===== src/rtl/skinny_mode_seq.sv =====
// SKINNY-128-384 mode sequencer: working registers, round-constant LFSR, load/run/unload FSM.
// Optional abort port enabled by defining SKINNY_MODE_ABORT_EN.
module skinny_mode_seq #(
  parameter int BUS_W      = 32,
  parameter int UNROLL     = 2,
  parameter int NUM_ROUNDS = 40
) (
  input  logic                  clk,
  input  logic                  rst,
  input  logic [BUS_W-1:0]      din,
  input  logic [1:0]            din_sel,
  input  logic                  din_valid,
  output logic                  din_ready,
  input  logic [7:0]            domain,
  input  logic                  cnt_init,
  input  logic                  cnt_inc,
  output logic [55:0]           counter,
  input  logic                  start,
  output logic [127:0]          rnd_s,
  output logic [127:0]          rnd_tk1,
  output logic [127:0]          rnd_tk2,
  output logic [63:0]           rnd_tk3,
  output logic [6*UNROLL-1:0]   rnd_const,
  input  logic [127:0]          rnd_s_in,
  input  logic [127:0]          rnd_tk1_in,
  input  logic [127:0]          rnd_tk2_in,
  input  logic [63:0]           rnd_tk3_in,
  output logic [BUS_W-1:0]      dout,
  output logic                  dout_valid,
  input  logic                  dout_ready,
  output logic                  busy,
`ifdef SKINNY_MODE_ABORT_EN
  input  logic                  abort,
`endif
  output logic                  done
);

  localparam int BEATS = 128 / BUS_W;
  localparam int BW    = (BEATS > 1) ? $clog2(BEATS) : 1;
  localparam int RCW   = $clog2(NUM_ROUNDS + 1);

  localparam logic [BW-1:0]  LAST_BEAT = BW'(BEATS - 1);
  localparam logic [RCW-1:0] RC_STEP   = RCW'(UNROLL);
  localparam logic [RCW-1:0] RC_END    = RCW'(NUM_ROUNDS);

  if ((NUM_ROUNDS % UNROLL) != 0) begin : g_bad_rounds
    $error("NUM_ROUNDS must be a multiple of UNROLL");
  end
  if ((128 % BUS_W) != 0) begin : g_bad_bus
    $error("BUS_W must divide 128");
  end

  typedef enum logic [1:0] {
    IDLE   = 2'd0,
    RUN    = 2'd1,
    UNLOAD = 2'd2
  } fsm_t;

  fsm_t             r_fsm;
  logic [127:0]     r_s;
  logic [127:0]     r_tk1;
  logic [127:0]     r_tk2;
  logic [63:0]      r_tk3;
  logic [55:0]      r_cnt;
  logic [5:0]       r_rc;
  logic [RCW-1:0]   r_rcnt;
  logic [BW-1:0]    r_beat;
  logic             r_done;

  logic [127+BUS_W:0] w_s_cat;
  logic [127+BUS_W:0] w_tk1_cat;
  logic [127+BUS_W:0] w_tk2_cat;
  logic [55:0]        w_cnt_step;
  logic [RCW-1:0]     w_rcnt_nxt;
  logic [5:0]         w_rc_nxt;
  logic [6*UNROLL-1:0] w_const;

  function automatic logic [5:0] f_rc(input logic [5:0] x);
    return {x[4:0], x[5] ^ x[4] ^ 1'b1};
  endfunction

  // Each unrolled round k consumes the (k+1)-th LFSR step from r_rc.
  always_comb begin
    w_rc_nxt = r_rc;
    w_const  = '0;
    for (int k = 0; k < UNROLL; k++) begin
      w_rc_nxt          = f_rc(w_rc_nxt);
      w_const[6*k +: 6] = w_rc_nxt;
    end
  end

  assign w_s_cat    = {r_s, din};
  assign w_tk1_cat  = {r_tk1, din};
  assign w_tk2_cat  = {r_tk2, din};
  assign w_cnt_step = {r_cnt[54:0], 1'b0}
                    ^ (r_cnt[55] ? 56'h95 : 56'h0);
  assign w_rcnt_nxt = r_rcnt + RC_STEP;

  assign din_ready  = (r_fsm == IDLE) & ~start;
  assign busy       = (r_fsm != IDLE);
  assign dout_valid = (r_fsm == UNLOAD);
  assign dout       = r_s[127 -: BUS_W];
  assign done       = r_done;
  assign counter    = r_cnt;
  assign rnd_s      = r_s;
  assign rnd_tk1    = r_tk1;
  assign rnd_tk2    = r_tk2;
  assign rnd_tk3    = r_tk3;
  assign rnd_const  = w_const;

  always_ff @(posedge clk) begin
    if (rst) begin
      r_fsm  <= IDLE;
      r_s    <= '0;
      r_tk1  <= '0;
      r_tk2  <= '0;
      r_tk3  <= '0;
      r_cnt  <= 56'h1;
      r_rc   <= '0;
      r_rcnt <= '0;
      r_beat <= '0;
      r_done <= 1'b0;
    end else begin
      r_done <= 1'b0;
      unique case (r_fsm)
        IDLE: begin
          if (start) begin
            r_tk3  <= {r_cnt, domain};
            r_rc   <= '0;
            r_rcnt <= '0;
            r_beat <= '0;
            r_fsm  <= RUN;
          end else if (din_valid) begin
            unique case (din_sel)
              2'd0: r_s   <= w_s_cat[127:0];
              2'd1: r_tk1 <= w_tk1_cat[127:0];
              2'd2: r_tk2 <= w_tk2_cat[127:0];
              2'd3: ;
            endcase
          end
          if (cnt_init) begin
            r_cnt <= 56'h1;
          end else if (cnt_inc) begin
            r_cnt <= w_cnt_step;
          end
        end
        RUN: begin
          r_s    <= rnd_s_in;
          r_tk1  <= rnd_tk1_in;
          r_tk2  <= rnd_tk2_in;
          r_tk3  <= rnd_tk3_in;
          r_rc   <= w_rc_nxt;
          r_rcnt <= w_rcnt_nxt;
          if (w_rcnt_nxt == RC_END) begin
            r_fsm  <= UNLOAD;
            r_done <= 1'b1;
          end
        end
        UNLOAD: begin
          if (dout_ready) begin
            r_s    <= r_s << BUS_W;
            r_beat <= r_beat + 1'b1;
            if (r_beat == LAST_BEAT) begin
              r_fsm <= IDLE;
            end
          end
        end
        default: r_fsm <= IDLE;
      endcase
`ifdef SKINNY_MODE_ABORT_EN
      // Abort overrides any RUN commit or UNLOAD handshake this cycle.
      if (abort && (r_fsm != IDLE)) begin
        r_fsm  <= IDLE;
        r_s    <= '0;
        r_done <= 1'b0;
      end
`endif
    end
  end

endmodule


===== config.mk =====
export PLATFORM = sky130hd
export DESIGN_NAME = skinny_mode_seq
export DESIGN_NICKNAME = d
export VERILOG_FILES = /design/src/rtl/skinny_mode_seq.sv
export SDC_FILE = /design/constraint.sdc
export NUM_CORES = 1
export LEC_CHECK = 0
export CORE_AREA = 4 4 412 414
export DETAILED_ROUTE_END_ITERATION = 6
export DIE_AREA = 0 0 416 418
export GPL_ROUTABILITY_DRIVEN = 0
export PLACE_DENSITY = 0.43
export SYNTH_ARGS = -nofsm -noshare
export SYNTH_HDL_FRONTEND = slang
export SYNTH_SLANG_ARGS = --single-unit

===== constraint.sdc =====
create_clock -name clk -period 2.84 [get_ports clk]
set_clock_uncertainty 0.1 [all_clocks]
set_input_delay 0.568 -clock clk [delete_from_list [all_inputs] [get_ports clk]]
set_output_delay 0.568 -clock clk [all_outputs]
set_load 0.02 [all_outputs]

==> flow_metrics.tcl, run 1 <==
set metrics [dict create \
    portBuffers 1048 \
    area_growth_pct 69.9 \
    final_common_cell "clkdlybuf4s50_1" \
    routed_wl_microns 144000 \
    cts_tree "yes" \
    yosys_register_bits 520 \
    crit_chain "xnor2_1, clkdlybuf4s50_1" \
    grt_pass1_vias 21972 \
    antenna_found_initial 51 \
    die_w_microns 416 \
    critPathLaunchType "register" \
    end_kind "primary output" \
    cap_violations 0 \
    seq_area_frac_synth_pct 46.2 \
    power_density_mw_per_mm2 1080 \
    start_util_pct 13.6 \
    synth_cell_types 31 \
    fmax_mhz 375 \
    cp_data_arrival_time_ns 2.00 \
    core_region_area_sq_mm 0.166 \
    slew_headroom_pct 55.0 \
    path_class "reg2out" \
    grt_use_total_pct 15.7 \
    ys.flop_type "dfxtp_1" \
    critPathSlowestCell "clkdlybuf4s50_1" \
    clk_latency_ns 0.65 \
    vias 22852 \
    clk_pin_slew_ns 0.06 \
    p_leak_uw 0.0125 \
    finalHoldViolCount 0 \
    nets 3911 \
    first_pass_iters 5 \
    final_cell_mix "1042 x clkdlybuf4s50_1, 520 x dfxtp_1, 512 x nor2_1, 441 x a211oi_1, 323 x mux2i_1" \
    hold_path.class "in2reg" \
    drt-initial-drc-count 1589 \
    root_buffer "clkbuf_16" \
    power_uw 41600 \
    min_period_over_period_pct 93.9 \
    detail_route.wl_per_cell_microns 25.3 \
    setup_viol_count_final 0 \
    critPathMaxFanout 5 \
    worst_path_largest_cell_delay_ns 0.73 \
    yosysWarnings 0 \
    cts_num_sinks 520 \
    synth-edff-count 0 \
    rows 150 \
    postCtsHoldBufs 0 \
    die_y_microns 418 \
    rsz0062_at_grt "false" \
    cts_buffers 71 \
    fin_setup_tns_ns 0 \
    viasPerCell 4.02 \
    die_area_sq_mm 0.174 \
    grt_start_max_net_pins 67 \
    status "completed" \
    grt_overflow_total 0 \
    ioPinCount 1049 \
    reg2reg_depth 6 \
    clockBufferDepth 3 \
    tightest_slew_ns 0.673 \
    synth.cell_area_sq_mm 0.0226 \
    synth_nets 2942 \
    cp.required_ns 2.17 \
    drive_above_1_share_pct 7.55 \
    irDropWorstVdd_v 0.000446 \
    report.final.slew_viol_count 0 \
    dp_hpwl_microns 117000 \
    grt_pass1_wl_microns 191000 \
    hold_depth 2 \
    syn_inst 2438 \
    avgSynthCellArea_sq_um 9.25 \
    async_reset_ff_share_pct 0 \
    min_period_ns 2.67 \
    fin_util_pct 23.0 \
    htreeDepth 3 \
    drtAntennaViolNets 0 \
    fin_hold_ws_ns 0.271 \
    drc 0 \
]
-- flip-flops by register name (all words and copies together), names as in the netlist --
signal   count
r_fsm        2
rnd_tk2    128
counter     56
r_beat       2
r_rc         6
done         1
r_rcnt       5
rnd_tk3     64
rnd_tk1    128
rnd_s      128
-- cells by family after synthesis --
group | count (synthesis) | share of synthesized area (%)
and+or+nand+nor | 639 | 12.3
muxes | 323 | 14.3
buffers and inverters | 291 | 5.88
AOI/OAI and AO/OA | 652 | 20.8
xor gates and xnor gates | 6 | 0.233
adders and majority gates | 7 | 0.388
DFF | 520 | 46.2
-- synthesized netlist by cell type, drive strengths merged, types with 6 or more instances --
cell type / instances / area share, %
dfxtp: 520 / 46
nor2: 512 / 8.5
a211oi: 442 / 15
mux2i: 323 / 14
clkbuf: 199 / 3.3
a22oi: 103 / 3.4
buf: 88 / 2.5
a21oi: 84 / 1.9
nor3b: 55 / 1.8
nor2b: 30 / 0.83
nand2b: 16 / 0.44
nand3: 10 / 0.22
a311oi: 9 / 0.35
o21ai: 9 / 0.20
ha: 7 / 0.39
xnor2: 6 / 0.23
-- final timing paths --
| kind | slack, ns | from | endpoint |
|---|---|---|---|
| max | 0.17 | r_rc[3] | rnd_const[6] |
| min | 0.27 | rst | counter[17] |
| max reg2reg | 0.40 | r_fsm[0] | rnd_s[53] |
| min reg2reg | 0.38 | r_rcnt[5] | r_rcnt[5] |
-- per-layer routing --
layer | track usage, % | up-vias | routed length (microns)
met2 | 27.3 | 811 | 73300
met3 | 4.02 | 178 | 8800
li1 | - | 10843 | -
met1 | 18.5 | 11004 | 58100
met4 | 5.95 | 16 | 3830
met5 | 0 | - | 92
-- area by class of cell --
| cell class | count | area [sq um] |
|---|---|---|
| Sequential cell | 520 | 10400 |
| Fill cell | 18250 | 128000 |
| Timing Repair Buffer | 1183 | 11800 |
| Clock buffer | 97 | 2060 |
| Multi-Input combinational cell | 1627 | 10900 |
| Antenna cell | 26 | 65.1 |
| Clock inverter | 26 | 260 |
| Inverter | 4 | 15.0 |
| Tap cell | 2204 | 2760 |
-- power by group --
part / switching, uW / total (uW) / internal (uW) / leakage (uW)
Combinational: 11400 / 20300 / 8910 / 0.00714
Clock: 3770 / 9050 / 5280 / 0.00114
Sequential: 2600 / 12200 / 9620 / 0.00425
-- repair_timing --
| item | CTS | global route |
|---|---|---|
| buffers inserted | 0 | 0 |
| resized for setup | 4 | 2 |
| endpoints found under the setup margin | 4 | 1 |
-- worst max-delay path: cells and delay by family, from the launching register on --
kind      cells  cell delay [ns]
xor+xnor      1             0.18
buf+inv       1             0.73
flops         1             0.43
-- stage by stage --
step	cell area [sq um]	setup slack, ns	instances
6_report	38300	0.174	5687
2_1_floorplan	22600	0.696	2438
5_1_grt	38300	0.0395	5685
3_5_place_dp	35900	-0.0551	5538
4_1_cts	38300	-0.0322	5661
3_3_place_gp	35900	-0.0305	5538
No activity file was read; power rests on OpenSTA's default activity.
==> inputs of run 2 (changes only) <==
Settings changed: SKIP_LAST_GASP set to 1.
==> run 2 against run 1 <==
- global-route usage unchanged
- sequential power hardly changed
- hold slack got worse by 0.00061 ns
- non-clock buffer count unchanged
- final cell count stayed put
- die area unchanged
- power hardly changed
- maximum frequency fell by 0.20%
- via count about the same
- critical endpoint unchanged
- largest cell class unchanged
==> flow_metrics.tcl, run 2 (same netlist as run 1, synthesis figures left out) <==
set metrics [dict create \
    status "completed" \
    critPathLaunchType "register" \
    vias 22855 \
    critPathMaxFanout 5 \
    postPlaceCellArea_sq_mm 0.0359 \
    end_kind "primary output" \
    detail_route.wl_per_cell_microns 25.3 \
    drtAntennaViolNets 0 \
    grt_pass1_wl_microns 191000 \
    setup_viol_count_final 0 \
    clk_latency_ns 0.66 \
    reg2reg_depth 6 \
    htreeDepth 3 \
    die_w_microns 416 \
    power_density_mw_per_mm2 1080 \
    ioPinCount 1049 \
    drive_above_1_share_pct 7.55 \
    antenna_found_initial 51 \
    fin_setup_tns_ns 0 \
    fin_util_pct 23.0 \
    core_region_area_sq_mm 0.166 \
    cap_violations 0 \
    cts_num_sinks 520 \
    die_y_microns 418 \
    area_growth_pct 69.9 \
    regArea_sq_mm 0.0104 \
    grt_pass1_vias 21973 \
    final_common_cell "clkdlybuf4s50_1" \
    p_leak_uw 0.0125 \
    cp_data_arrival_time_ns 2.00 \
    rsz0062_at_grt "false" \
    min_period_over_period_pct 94.1 \
    start_util_pct 13.6 \
    root_buffer "clkbuf_16" \
    routed_wl_microns 144000 \
    clockBufferDepth 3 \
    min_period_ns 2.67 \
    grt_use_total_pct 15.7 \
    drc 0 \
    finish.instance_area_sq_mm 0.0383 \
    die_area_sq_mm 0.174 \
    dp_hpwl_microns 117000 \
    portBuffers 1048 \
    report.final.slew_viol_count 0 \
    grt_start_max_net_pins 67 \
    nets 3911 \
    multiInputGateArea_sq_mm 0.0109 \
    hold_depth 2 \
    clk_pin_slew_ns 0.06 \
    slew_headroom_pct 55.2 \
    viasPerCell 4.02 \
    rows 150 \
    final_cell_mix "1042 x clkdlybuf4s50_1, 520 x dfxtp_1, 512 x nor2_1, 441 x a211oi_1, 323 x mux2i_1" \
    postCtsHoldBufs 0 \
    drt-initial-drc-count 1608 \
    irDropWorstVdd_v 0.000446 \
    cts_buffers 71 \
    path_class "reg2out" \
    fin_hold_ws_ns 0.270 \
    cp.required_ns 2.17 \
    finalHoldViolCount 0 \
    grt_overflow_total 0 \
    fill_cells 18250 \
    hold_path.class "in2reg" \
    fmax_mhz 374 \
    first_pass_iters 5 \
    tightest_slew_ns 0.671 \
    cts_tree "yes" \
]
## run 2: cell counts in the layout (fill, tap and decap cells not counted)
No cell type changed its count.
## run 2: final cells by class
cell class                 count  share of cell area [%]
antenna                       26                   0.170
clock buffer                  97                    5.37
clock inverter                26                   0.679
inverter                       4                  0.0392
multi-input combinational   1627                    28.5
sequential                   520                    27.2
tap                         2204                    7.20
timing repair buffer        1183                    30.9
## run 2: report_power, final
part	internal, uW	switching (uW)	leakage, uW
logic	8910	11400	0.00714
clock network	5280	3770	0.00114
registers	9620	2600	0.00425
## run 2: worst paths after layout
kind                            startpoint            to  slack [ns]
worst max-delay path               r_rc[3]  rnd_const[6]        0.17
worst min-delay path                   rst   counter[17]        0.27
worst max register to register    r_fsm[0]     rnd_s[53]        0.39
worst min register to register   r_rcnt[5]     r_rcnt[5]        0.38
## run 2: timing repair
action,in CTS,in global routing
gates resized for setup,4,2
setup endpoints to repair,4,1
buffers inserted,0,0
## run 2: per-layer routing
layer  vias to the layer above  share of wire [%]  track usage [%]
li1                      10849                  -                -
met1                     11027                 40             18.5
met2                       789                 51             27.3
met5                         -              0.064                0
met3                       174                6.1             4.02
met4                        16                2.6             5.95
## run 2: worst max-delay path: stages (launching register included)
cell and delay [ns]:
dfxtp_1 0.44, xnor2_1 0.18, clkdlybuf4s50_1 0.73
## run 2: metrics by stage
| step | cells | setup WS, ns | power (uW) |
|---|---|---|---|
| 5_1_grt | 5685 | 0.0395 | 43800 |
| 2_1_floorplan | 2438 | 0.696 | 22300 |
| 4_1_cts | 5661 | -0.0322 | 42200 |
| 3_5_place_dp | 5538 | -0.0551 | 32900 |
| 6_report | 5687 | 0.169 | 41500 |
| 3_3_place_gp | 5538 | -0.0305 | 32800 |
